===== src/rtl/updown_pulse_gen_if.sv =====
// Button/switch inputs and count-request outputs between the front panel and
// the up/down counter; master drives the raw inputs, slave is the conditioner.
interface updown_pulse_gen_if;
    logic btn_up;
    logic btn_down;
    logic auto_run;
    logic count_tick;
    logic countSelect;

    modport master (
        output btn_up,
        output btn_down,
        output auto_run,
        input  count_tick,
        input  countSelect
    );

    modport slave (
        input  btn_up,
        input  btn_down,
        input  auto_run,
        output count_tick,
        output countSelect
    );
endinterface


===== src/rtl/updown_pulse_gen.sv =====
// Synchronizes and debounces two push-buttons plus an auto-run switch and
// turns them into a one-cycle count tick and a registered count direction.
module updown_pulse_gen #(
    parameter int unsigned DB_CYCLES = 16,
    parameter int unsigned DIV       = 50_000_000
) (
    input  logic              clk,
    input  logic              clc,
    updown_pulse_gen_if.slave bus
);

    localparam int unsigned CW = $clog2(DB_CYCLES + 1);
    localparam int unsigned PW = $clog2(DIV);
    localparam logic [CW-1:0] DB_MAX   = CW'(DB_CYCLES);
    localparam logic [PW-1:0] PRE_LAST = PW'(DIV - 1);

    typedef enum logic [1:0] {
        S_LOW,
        P_HIGH,
        S_HIGH,
        P_LOW
    } db_state_t;

    // bit 0 = up, bit 1 = down, bit 2 = auto_run
    logic [2:0] sync1;
    logic [2:0] sync2;

    db_state_t     db_state [2];
    db_state_t     db_state_next [2];
    logic [CW-1:0] db_cnt [2];
    logic [CW-1:0] db_cnt_next [2];
    logic [1:0]    press;

    logic [PW-1:0] presc;
    logic [PW-1:0] presc_next;
    logic          manual;
    logic          terminal;
    logic          tick_q;
    logic          tick_next;
    logic          sel_q;
    logic          sel_next;

    always_ff @(posedge clk) begin
        if (clc) begin
            sync1 <= '0;
            sync2 <= '0;
        end else begin
            sync1 <= {bus.auto_run, bus.btn_down, bus.btn_up};
            sync2 <= sync1;
        end
    end

    always_ff @(posedge clk) begin
        for (int unsigned i = 0; i < 2; i++) begin
            if (clc) begin
                db_state[i] <= S_LOW;
                db_cnt[i]   <= '0;
            end else begin
                db_state[i] <= db_state_next[i];
                db_cnt[i]   <= db_cnt_next[i];
            end
        end
    end

    // Pending states count agreeing samples; a disagreeing sample falls back
    // to the stable state it came from.
    always_comb begin
        press = '0;
        for (int unsigned i = 0; i < 2; i++) begin
            db_state_next[i] = db_state[i];
            db_cnt_next[i]   = db_cnt[i];
            case (db_state[i])
                S_LOW: begin
                    if (sync2[i]) begin
                        db_state_next[i] = P_HIGH;
                        db_cnt_next[i]   = CW'(1);
                    end
                end
                P_HIGH: begin
                    if (!sync2[i]) begin
                        db_state_next[i] = S_LOW;
                        db_cnt_next[i]   = '0;
                    end else if (db_cnt[i] == DB_MAX) begin
                        db_state_next[i] = S_HIGH;
                        db_cnt_next[i]   = '0;
                        press[i]         = 1'b1;
                    end else begin
                        db_cnt_next[i] = db_cnt[i] + CW'(1);
                    end
                end
                S_HIGH: begin
                    if (!sync2[i]) begin
                        db_state_next[i] = P_LOW;
                        db_cnt_next[i]   = CW'(1);
                    end
                end
                P_LOW: begin
                    if (sync2[i]) begin
                        db_state_next[i] = S_HIGH;
                        db_cnt_next[i]   = '0;
                    end else if (db_cnt[i] == DB_MAX) begin
                        db_state_next[i] = S_LOW;
                        db_cnt_next[i]   = '0;
                    end else begin
                        db_cnt_next[i] = db_cnt[i] + CW'(1);
                    end
                end
                default: begin
                    db_state_next[i] = S_LOW;
                    db_cnt_next[i]   = '0;
                end
            endcase
        end
    end

    // A lone manual strobe beats a coincident terminal count and restarts the
    // prescaler; simultaneous up/down strobes cancel each other.
    always_comb begin
        manual     = press[0] ^ press[1];
        terminal   = sync2[2] && (presc == PRE_LAST);
        tick_next  = manual | terminal;
        sel_next   = manual ? press[0] : sel_q;
        presc_next = presc + PW'(1);
        if (!sync2[2] || manual || terminal) begin
            presc_next = '0;
        end
    end

    always_ff @(posedge clk) begin
        if (clc) begin
            presc  <= '0;
            tick_q <= 1'b0;
            sel_q  <= 1'b1;
        end else begin
            presc  <= presc_next;
            tick_q <= tick_next;
            sel_q  <= sel_next;
        end
    end

    assign bus.count_tick  = tick_q;
    assign bus.countSelect = sel_q;

endmodule


===== src/flat_wrapper.sv =====
// flat-port wrapper written by rule: the top's interface ports become plain ports
module updown_pulse_gen_flat 
#(
    parameter int unsigned DB_CYCLES = 16,
    parameter int unsigned DIV       = 50_000_000
)
  (clk, clc, bus_btn_up, bus_btn_down, bus_auto_run, bus_count_tick, bus_countSelect);
  updown_pulse_gen_if bus_i ();
  input  logic clk;
  input  logic clc;
  input wire logic [$bits(bus_i.btn_up)-1:0] bus_btn_up;
  input wire logic [$bits(bus_i.btn_down)-1:0] bus_btn_down;
  input wire logic [$bits(bus_i.auto_run)-1:0] bus_auto_run;
  output wire logic [$bits(bus_i.count_tick)-1:0] bus_count_tick;
  output wire logic [$bits(bus_i.countSelect)-1:0] bus_countSelect;
  assign bus_i.btn_up = bus_btn_up;
  assign bus_i.btn_down = bus_btn_down;
  assign bus_i.auto_run = bus_auto_run;
  assign bus_count_tick = bus_i.count_tick;
  assign bus_countSelect = bus_i.countSelect;
  updown_pulse_gen #(.DB_CYCLES(DB_CYCLES), .DIV(DIV)) u_core (.clk(clk), .clc(clc), .bus(bus_i));
endmodule

===== config.mk =====
export PLATFORM = sky130hd
export DESIGN_NAME = updown_pulse_gen_flat
export DESIGN_NICKNAME = d
export VERILOG_FILES = /design/src/rtl/updown_pulse_gen_if.sv /design/src/rtl/updown_pulse_gen.sv /design/src/flat_wrapper.sv
export SDC_FILE = /design/constraint.sdc
export NUM_CORES = 1
export LEC_CHECK = 0
export ABC_AREA = 0
export ABC_CLOCK_PERIOD_IN_PS = 3100
export BUFFER_PORTS_ARGS = -buffer_cell sky130_fd_sc_hd__buf_2
export CORE_MARGIN = 1.5
export CORE_UTILIZATION = 64
export CTS_BUF_LIST = sky130_fd_sc_hd__clkbuf_8
export DETAILED_ROUTE_END_ITERATION = 16
export PLACE_DENSITY = 0.88
export SETUP_SLACK_MARGIN = 0.15
export SYNTH_ARGS = -nofsm -noshare
export SYNTH_HDL_FRONTEND = slang
export SYNTH_SLANG_ARGS = --single-unit

===== constraint.sdc =====
create_clock -name clk -period 3.1 [get_ports clk]
set_clock_uncertainty 0.15 [all_clocks]
set_input_delay 0.155 -clock clk [delete_from_list [all_inputs] [get_ports clk]]
set_output_delay 0.155 -clock clk [all_outputs]
set_load 0.05 [all_outputs]

Word-level counts from Yosys, hierarchy flattened
Memory sizes are Yosys's and may differ from the RTL's.
Index checks and enable logic that the tools add are counted.
Storage, ports and cells
  input port bits: 5
  bits in writable memories: 14
  memories kept: 2
  output and inout bits: 2
  bits in registers: 34
Cells by class
  multiplexer cells: 39
  equality and inequality tests: 9
  reduce and logical (&&, ||, !) cells: 7
  bitwise operators: 6
  add/subtract/negate cells: 3
Memory list
  u_core.db_cnt: words 2, bits a word 5, rd ports 2, clocked after memory_dff 0, write ports 2, RTL line updown_pulse_gen.sv:30  | logic [CW-1:0] db_cnt [2];
  u_core.db_state: words 2, bits a word 2, rd ports 2, clocked after memory_dff 0, write ports 2, RTL line updown_pulse_gen.sv:28  | db_state_t db_state [2];
Operators by type and width (number)
  $mux 5: 12
  $pmux 5 s4: 2
  $mux 2: 14
  $add 26x1->26 const B: 1
  $eq 26x26->1 const B: 1
  $pmux 2 s4: 2
  $add 5x1->5 const B: 2
  $eq 5x5->1 const B: 2
  $mux 1: 9
  $eq 2x2->1 const B: 4
  $or 1x1->1: 5
  $eq 2x1->1 const B: 2
  $logic_not 2->1: 2
  $logic_or 1x1->1: 2
  $reduce_or 2->1: 1
  $logic_and 1x1->1: 1
  $logic_not 1->1: 1
  $xor 1x1->1: 1

Longest topological paths before layout
Gate-level depths: netlist (run 1).
  depth in word-level cells: 8
  depth in mapped cells: 7
  mapped depth without buffers: 6

Worst setup path before layout (run 1)
Ideal clock, no wire load.
  path type: flip-flop to flip-flop
  from: reg u_core.presc[0]
  to: reg u_core.presc[24]
  cell stages (with the launch flop): 8
  arrival time: 1624 ps
  path slack: 1195 ps
  data required time: 2819 ps
  library setup time: 131 ps
  cell sequence: dfxtp_1 -> ha_1 -> and3_1 -> buf_2 -> nand2_1 -> nor4_4 -> buf_6 -> a211oi_2
On the way
  longest elaborated chain between the ends: 4
  elaborated cells on any way between the ends: 5
RTL lines
  start, declared: RTL line updown_pulse_gen.sv:34  | logic [PW-1:0] presc;
  start signal, assigned: RTL line updown_pulse_gen.sv:135  | presc <= presc_next;
  branches (longest 4 deep; another with $add 26x1->26)
Several ways; the timed one is not identified.
A chain may end at the register's enable or synchronous reset.

Worst setup path in the final report (run 1)
  from: reg u_core.presc[0]
  to: reg u_core.presc[22]
The elaborated chain is that of the path after synthesis.

==> results of run 1 <==
[what timing repair did]
item | CTS | global route
hold buffers | 3 | 0
hold endpoints to repair | 3 | 0
setup buffers | 0 | 0
[kinds of logic (layout without fill, tap and decap cells)]
group | Yosys count | in the layout | share of synthesized area [%]
AOI/OAI and AO/OA | 44 | 44 | 13.5
xor gates and xnor gates | 15 | 15 | 5.31
adders and majority gates | 8 | 8 | 4.05
buffers and inverters | 20 | 26 | 4.61
DFF | 48 | 48 | 38.9
muxes | 3 | 3 | 1.21
and+or+nand+nor | 117 | 117 | 32.4
[worst paths after layout]
kind	cells after the start	slack, ns	endpoint
worst min-delay path	2	0.08	u_core.db_cnt[1][1]$_SDFFE_PP0P_
worst max register to register	5	0.95	u_core.presc[22]$_SDFF_PP0_
worst max-delay path	5	0.95	u_core.presc[22]$_SDFF_PP0_
worst min register to register	1	0.30	u_core.sync2[1]$_SDFF_PP0_
[critical path, delay by kind of cell (launching register included)]
family / cells / cell delay, ns
AO/OA/AOI/OAI: 1 / 0.22
flip-flops: 1 / 0.39
AND/OR/NAND/NOR: 3 / 1.11
adder cells (fa/ha/maj): 1 / 0.20
[cells in the final DEF, fill, tap and decap left out, drive strengths merged, types with 3 or more instances in the layout]
master	netlist	routed
nor3	16	16
and3	3	3
and2	7	7
a211oi	15	15
o31ai	6	6
nand4	8	8
nor2b	11	11
dlygate4sd3	0	3
or4	7	7
clkbuf	3	5
and4	5	5
xnor2	4	4
xor2	11	11
a21oi	6	6
ha	8	8
dfxtp	48	48
inv	8	9
o21ai	11	11
nand2	16	16
mux2i	3	3
nand3	14	14
buf	9	8
or3	7	7
nor2	12	12
[report_power, final]
group | switching (mW) | total (mW) | internal [mW] | leakage [nW]
clock network | 0.206 | 0.357 | 0.150 | 0.0452
logic | 0.0368 | 0.0626 | 0.0258 | 0.470
registers | 0.0103 | 0.638 | 0.628 | 0.389
[metrics by stage]
stage / hold WS (ns) / power [mW] / utilization, %
final: 0.0750 / 1.06 / 70.5
after global routing: 0.106 / 1.09 / 70.5
after floorplan: 0.133 / 0.698 / -
after detailed placement: 0.226 / 0.711 / 67.6
after global placement: 0.212 / 0.709 / 67.6
after CTS: 0.0811 / 1.06 / 70.5
[routing by layer]
layer	routed length (um)	vias up	track usage, %
met2	2120	22	37.0
met5	0	-	0
met3	104	10	4.45
li1	-	939	-
met4	97	0	13.5
met1	2060	901	26.3
[area by class of cell]
cell class,count,share of cell area (%)
multi-input cells,187,53.7
flip-flops and latches,48,36.9
repair buffers,11,2.89
clock buffers,5,2.65
well taps,48,2.31
inverters,8,1.15
clock inverters,2,0.337
[sequential cells by signal (all words and copies together) (netlist names), named ones only]
name and cells:
u_core.bus.count_tick 1, u_core.sync1 3, u_core.bus.countSelect 1, u_core.db_state 2
u_core.db_cnt 10, u_core.presc 26, u_core.sync2 3
==> metrics.txt, run 1 <==
run status completed; chip height 65.2 um; hold path start clc; Post-Route WL between 4000 and 5000 um; post-placement setup slack a little under 1 ns; Layout fillers between 200 and 300; number of diodes 0; CP max stage delay between 0.5 and 0.6 ns; top post-synthesis cells by area dfxtp_1, nor3_2, a211oi_2; Post-Syn Area around 0.0025 mm^2; Synthesis Warnings 0; Post-synth top flop dfxtp_1; DIE AREA 0.00425 mm^2; Max FO, Critical Path 13; Root Driver clkbuf_8; Pre-Repair DR Iteration Count 4; area of the multi-input gates between 0.001 and 0.0015 mm^2; post-layout minimum cycle time about 2.1 ns; vias in the first global route 1,735; Inserted Clock Buffers 5; Setup WS post-layout approximately 0.95 ns; total I/O pin count 7; fin. max-slew vios 0; DRT antenna net count 0; # nets final 274; Starting DRT DRC Count 96; routed vias about 1,900; Area Growth Syn to Fin 5.21%; CTS sink count 48; placed inst area 0.00249 mm^2; CP Data Required Time roughly 3.2 ns; CP Data Arrival Time approximately 2.2 ns; proportion of layout cells with a drive suffix above 1 between 10% and 20%; Slew HR 72.6%; Critical Path Start u_core.presc[0]$_SDFF_PP0_; routability cong. around 0.76; Setup TNS 0 ns; worst vdd ir between 0.2 and 0.25 mV; crit end category flip-flop; top cell type's share of synthesized area 38.9%; Core ar. roughly 0.0037 mm^2; post-cts resize count 0; vias per std cell ~6.1; final instance count without filler cells just over 300; largest net degree at the start of global routing 27; clock latency on the worst-skew pair 0.31 ns; Setup Crit Path Kind reg2reg; top-count cell post-synth dfxtp_1; gr usage total between 20% and 30%; Syn Nets approximately 270; crit-path cells ha_1 > and3_1 > nand4_4 > or4_1 > a211oi_2; Commonest cells post-synth dfxtp_1, nand2_1, nand3_1, nor2_1, nor3_2; DR WL/cell between 10 and 15 um; post-synthesis sequential area ratio between 30% and 40%; RSZ-0062 raised after global routing false; Max Root-Sink Buffers 2; fin area 0.00260 mm^2; TritonCTS clock tree done; Yosys reg bits between 40 and 50; max-cap viol count 0; grt ovf 0; max frequency around 0.47 GHz; HPWL after detailed placement between 2000 and 3000 um; post-synth top area cell dfxtp_1; worst flop-to-flop path startpoint u_core.presc[0]$_SDFF_PP0_; Die Width roughly 65 um; initial antenna violation count 0; drc violations 0; final hold vios 0; Netlist cell types 44; syn_area_per_cell about 9.7 um^2; Crit-path slowest cell or4_1; Post-synth EDFFs 0; Clock transition at path regs ~0.080 ns; port bufs 6; pwr dens 406 mW/mm^2; Startpoint Class flip-flop; initial core utilization about two thirds; row count 22; Worst-Margin Slew ~0.41 ns; flip-flop and latch area roughly 960 um^2; Tcrit/Tclk final between 60 and 70%; H-tree Lvls 2; Syn Inst Count between 200 and 300; Cells after DPL 299; static leakage about 0.9 nW; asr flop ratio synth 0%; hold crit path type in2reg; setup violators final 0; first-pass GRT wire length between 7000 and 8000 um
(Power assumes the default switching activity.)
==> run 2, diff against run 1 <==
- ABC_CLOCK_PERIOD_IN_PS: 3100 -> 1900
- CORE_UTILIZATION: 64 -> 58
- PLACE_DENSITY: 0.88 -> 0.84
- clock period: 3.1 -> 1.9 ns (I/O delays scaled with it)
==> run 2 against run 1 <==
  * The run now ends with negative setup slack left
  * Global-route usage rose by 1.9 points
  * Die area rose by 9.9%
  * Flip-flop and latch count did not move
  * Register-to-register slack got worse by 0.97 ns
  * Non-clock buffer count rose by 37
  * Cell count rose by 13%
  * Cell area rose by 24%
  * Sequential share of layout area fell by 6.1 points
==> metrics.txt, run 2 (same netlist as run 1, synthesis figures left out) <==
final design utilization 79.5% (+8.9 points); FF-to-FF setup slack -0.02 ns (-0.97 ns); CP Data Arrival Time 1.98 ns (-0.25 ns); most frequent cells in the layout dfxtp_1, buf_4, nand2_1, dfxtp_2, nand3_1; Setup WS post-layout -0.0201 ns (-0.974 ns); H-tree Lvls 2 (unchanged); clock latency on the worst-skew pair 0.31 ns (about the same); largest register by flop count u_core.presc; Setup TNS -0.0201 ns (-0.0201 ns); largest net degree at the start of global routing 27 (unchanged); initial antenna violation count 0 (unchanged); Critical Path Start u_core.presc[9]$_SDFF_PP0_; Root Driver clkbuf_8; RSZ-0062 raised after global routing true; Clock transition at path regs 0.10 ns (+0.02 ns); hold crit path type in2reg; static leakage 1.18 nW (+31%); grt ovf 0 (unchanged); DIE AREA 0.00466 mm^2 (+9.9%); gr usage total 24.1% (+1.9 points); Core ar. 0.00406 mm^2 (+10%); worst flop-to-flop path startpoint u_core.presc[9]$_SDFF_PP0_; crit-path cells and4_4 > nand4_4 > buf_4 > or3_1 > a211oi_2; failing checks negative setup slack; final hold vios 0 (unchanged); Starting DRT DRC Count 208 (+120%); proportion of layout cells with a drive suffix above 1 45.3% (+28 points); Crit-path slowest cell dfxtp_2; vias per std cell 6.26 (+3.3%); setup violators final 1 (+1); routed vias 2,190 (+17%); pwr dens 565 mW/mm^2 (+39%); routability cong. 0.817 (+6.9%); Post-Route WL 6420 um (+47%); Tcrit/Tclk final 101% (+32 points); Worst Hold Depth 2 (unchanged); HPWL after detailed placement 3130 um (+11%); crit path buf inv count 1 (+1); Die Width 68.3 um (+4.8%); Slew HR 69.1% (-3.5 points); crit end category flip-flop; initial core utilization 60.9% (-6.1 points); hold path start clc; Pre-Repair DR Iteration Count 5 (+1); number of diodes 0 (unchanged); max FFs per register 26 (unchanged); CTS sink count 48 (unchanged); fin. max-slew vios 0 (unchanged); DRT antenna net count 0 (unchanged); run status finished with violations; cell family with the largest share of critical-path delay simple AND/OR/NAND/NOR gates; Startpoint Class flip-flop; post-layout minimum cycle time 1.92 ns (-0.226 ns); max frequency 0.521 GHz (+12%); Hold Slack 0.0247 ns (-0.0503 ns); post-placement setup slack 0.0218 ns (-0.967 ns); Max FO, Critical Path 8 (-5); total I/O pin count 7 (unchanged); largest registers u_core.presc: 26 flops, u_core.db_cnt: 10 flops; Max Root-Sink Buffers 2 (unchanged); CP max stage delay 0.37 ns (-0.17 ns); vias in the first global route 1,922 (+11%); first-pass GRT wire length 8410 um (+14%); TritonCTS clock tree done; chip height 68.3 um (+4.8%); worst vdd ir 0.448 mV (+85%); drc violations 0 (unchanged); row count 23 (+4.5%); Setup Crit Path Kind reg2reg; R2R Path End u_core.presc[13]$_SDFF_PP0_; Worst-Margin Slew 0.451 ns (+0.0408 ns); Inserted Clock Buffers 5 (unchanged); Area Growth Syn to Fin 30.4%; port bufs 6 (unchanged); # nets final 312 (+14%); path depth of the worst reg2reg path 5 (unchanged); most common library cell in the layout ignoring fill and taps dfxtp_1; CP Data Required Time 1.96 ns (-1.23 ns); max-cap viol count 0 (unchanged); DR WL/cell 18.3 um (+30%)
[run 2: cell types whose count changed in the layout (fill, tap and decap cells not counted), sizes merged]
| cell | delta |
|---|---|
| buf | +35 |
| clkbuf | +2 |
| clkinv | +2 |
| inv | -1 |
| nand4 | +1 |
[run 2: power breakdown]
| group | internal (mW) | total, mW | switching [mW] |
|---|---|---|---|
| combinational | 0.0748 | 0.161 | 0.0861 |
| sequential | 1.02 | 1.04 | 0.0202 |
| clock | 0.257 | 0.617 | 0.360 |
[run 2: stage by stage]
| stage | power [mW] | cells | cell area [um^2] |
|---|---|---|---|
| 6_report | 1.82 | 350 | 3220 |
| 3_5_place_dp | 1.17 | 316 | 2670 |
| 4_1_cts | 1.78 | 341 | 2980 |
| 2_1_floorplan | 1.14 | 255 | 2540 |
| 5_1_grt | 1.88 | 350 | 3220 |
| 3_3_place_gp | 1.16 | 316 | 2670 |
[run 2: cell type report]
type                       count  area [um^2]
multi-input combinational    188         1600
sequential                    48          993
fill                         208          833
timing repair buffer          48          445
clock buffer                   5         68.8
tap                           50         62.6
inverter                       8         32.5
clock inverter                 3         18.8
[run 2: repair_timing]
action	4_1_cts	5_1_grt
hold buffers	3	0
cloned	2	3
pin swaps	14	19
setup buffers	12	6
resized for setup	33	32
endpoints found under the setup margin	35	35
hold endpoints to repair	3	0
[run 2: metal layers]
metal | vias to the layer above | track usage, % | routed length [um]
met2 | 91 | 43.6 | 3450
li1 | 1023 | - | -
met3 | 19 | 5.76 | 324
met1 | 1057 | 27.7 | 2460
met4 | 0 | 7.50 | 172
met5 | - | 0 | 0
[run 2: how the worst max path moves through the flow]
stage | to | slack [ns] | cells after the start
floorplan | u_core.presc[18]$_SDFF_PP0_ | 0.12 | 7
global placement | u_core.bus.count_tick$_SDFF_PP0_ | 0.07 | 6
detailed placement | u_core.presc[14]$_SDFF_PP0_ | 0.02 | 7
CTS | u_core.presc[20]$_SDFF_PP0_ | 0.08 | 5
global route | u_core.presc[13]$_SDFF_PP0_ | -0.06 | 5
finish | u_core.presc[13]$_SDFF_PP0_ | -0.02 | 5
==> run 3, diff against run 2 <==
- MAX_ROUTING_LAYER: unset -> met4
==> run 3 against run 2 <==
  * The flow still finishes with violations (negative setup slack)
  * First-iteration DRC count fell by 20%
  * Combinational power barely moved
  * Global-route usage rose by 0.68 points
  * Worst setup slack got worse by 0.017 ns
  * Fmax fell by 0.86%
  * Flip-flop and latch count did not move
  * Worst hold slack improved by 0.00082 ns
  * Via count fell by 1.3%
  * Utilization did not move
  * Cell count did not move
  * Sequential power barely moved
==> metrics.txt, run 3 (same netlist as run 1, synthesis figures left out) <==
crit-path cells and4_4 > nand4_4 > buf_4 > or3_1 > a211oi_2; routability cong. 0.829 (+1.5%); Setup WS post-layout -0.0367 ns (-0.0167 ns); CP Data Required Time 1.96 ns (about the same); Worst Hold Depth 2 (unchanged); chip height 68.3 um (unchanged); CTS sink count 48 (unchanged); static leakage 1.18 nW (unchanged); run status finished with violations; path depth of the worst reg2reg path 5 (unchanged); worst flop-to-flop path startpoint u_core.presc[9]$_SDFF_PP0_; crit end category flip-flop; Tcrit/Tclk final 102% (+0.88 points); Startpoint Class flip-flop; pwr dens 566 mW/mm^2 (+0.16%); TritonCTS clock tree done; most frequent cells in the layout dfxtp_1, buf_4, nand2_1, dfxtp_2, nand3_1; CP max stage delay 0.38 ns (about the same); Root Driver clkbuf_8; DIE AREA 0.00466 mm^2 (unchanged); HPWL after detailed placement 3130 um (unchanged); most common library cell in the layout ignoring fill and taps dfxtp_1; row count 23 (unchanged); fin. max-slew vios 0 (unchanged); Crit-path slowest cell dfxtp_2; failing checks negative setup slack; hold crit path type in2reg; vias per std cell 6.18 (-1.3%); post-layout minimum cycle time 1.94 ns (+0.0167 ns); Starting DRT DRC Count 167 (-20%); max frequency 0.516 GHz (-0.86%); Max Root-Sink Buffers 2 (unchanged); initial core utilization 60.9% (unchanged); number of diodes 0 (unchanged); setup violators final 1 (unchanged); Power, Total 1.83 mW (+0.16%); Area Growth Syn to Fin 30.4% (unchanged); total I/O pin count 7 (unchanged); max-cap viol count 0 (unchanged); vias in the first global route 1,922 (unchanged); Inserted Clock Buffers 5 (unchanged); R2R Path End u_core.presc[13]$_SDFF_PP0_; largest register by flop count u_core.presc; # nets final 312 (unchanged); DRT antenna net count 0 (unchanged); routed vias 2,162 (-1.3%); initial antenna violation count 0 (unchanged); Die Width 68.3 um (unchanged); max FFs per register 26 (unchanged); gr usage total 24.7% (+0.68 points); DR WL/cell 18.2 um (-0.94%); grt ovf 0 (unchanged); Clock transition at path regs 0.10 ns (about the same); port bufs 6 (unchanged); CP Data Arrival Time 1.99 ns (about the same); FF-to-FF setup slack -0.04 ns (-0.02 ns); RSZ-0062 raised after global routing true; Core ar. 0.00406 mm^2 (unchanged); Worst-Margin Slew 0.447 ns (-0.00319 ns); Setup Crit Path Kind reg2reg; proportion of layout cells with a drive suffix above 1 45.3% (unchanged); Pre-Repair DR Iteration Count 6 (+1); Layout fillers 208 (unchanged); final hold vios 0 (unchanged); Slew HR 69.3% (+0.22 points); first-pass GRT wire length 8410 um (unchanged); largest net degree at the start of global routing 27 (unchanged); clock latency on the worst-skew pair 0.31 ns (about the same); drc violations 0 (unchanged); largest registers u_core.presc: 26 flops, u_core.db_cnt: 10 flops; worst vdd ir 0.447 mV (-0.25%); Setup TNS -0.0367 ns (-0.0167 ns); H-tree Lvls 2 (unchanged); Max FO, Critical Path 8 (unchanged); Post-Route WL 6360 um (-0.94%); hold path start clc
## run 3: cell counts in the layout (fill, tap and decap cells not counted)
Identical to the previous run, type by type.
## run 3: worst max-delay path, delay by kind of cell, from the launching register on
kind / cells / cell delay [ns]
simple gates: 3 / 0.82
flops: 1 / 0.38
compound gates: 1 / 0.27
buf+inv: 1 / 0.21
## run 3: timing repair
action / 4_1_cts / 5_1_grt
pin swaps: 14 / 19
gates cloned: 2 / 3
endpoints found under the setup margin: 35 / 35
endpoints found under the hold margin: 3 / 0
hold buffers: 3 / 0
buffers inserted: 12 / 6
gates resized for setup: 33 / 32
## run 3: area by class of cell
cell class | instances | area [um^2] | area share (%)
inverters | 8 | 32.5 | 1.01
clock inverters | 3 | 18.8 | 0.582
multi-input cells | 188 | 1600 | 49.7
clock buffers | 5 | 68.8 | 2.13
repair buffers | 48 | 445 | 13.8
flip-flops and latches | 48 | 993 | 30.8
well taps | 50 | 62.6 | 1.94
## run 3: metal layers
layer,part of all wire [%],wire [um],track usage [%],vias to the layer above
met2,54,3450,43.6,87
li1,-,-,-,1029
met4,2.0,127,7.50,0
met3,4.7,299,5.76,15
met5,0,0,-,-
met1,39,2480,27.7,1031
## run 3: through the flow
step / area, um^2 / instances / utilization, % / setup slack (ns) / hold slack, ns
floorplan: 2540 / 255 / - / 0.119 / 0.0732
global placement: 2670 / 316 / 65.8 / 0.0721 / 0.157
detailed placement: 2670 / 316 / 65.8 / 0.0218 / 0.166
CTS: 2980 / 341 / 73.5 / 0.0820 / 0.0177
global route: 3220 / 350 / 79.5 / -0.0765 / 0.0294
finish: 3220 / 350 / 79.5 / -0.0367 / 0.0255
## run 3: worst max-delay path by stage
stage	start	endpoint	slack, ns
floorplan	u_core.presc[0]$_SDFF_PP0_	u_core.presc[18]$_SDFF_PP0_	0.12
global placement	u_core.presc[0]$_SDFF_PP0_	u_core.bus.count_tick$_SDFF_PP0_	0.07
CTS	u_core.presc[0]$_SDFF_PP0_	u_core.presc[20]$_SDFF_PP0_	0.08
global route	u_core.presc[5]$_SDFF_PP0_	u_core.presc[13]$_SDFF_PP0_	-0.08
detailed placement	u_core.db_cnt[0][0]$_SDFFE_PP0P_	u_core.presc[14]$_SDFF_PP0_	0.02
finish	u_core.presc[9]$_SDFF_PP0_	u_core.presc[13]$_SDFF_PP0_	-0.04
## run 3: report_power, final
group          switching [mW]  total (mW)  internal, mW  leakage, nW
sequential             0.0208        1.04          1.02        0.399
clock                   0.363       0.620         0.257       0.0479
combinational          0.0854       0.160        0.0749        0.735
total                   0.469        1.83          1.36         1.18
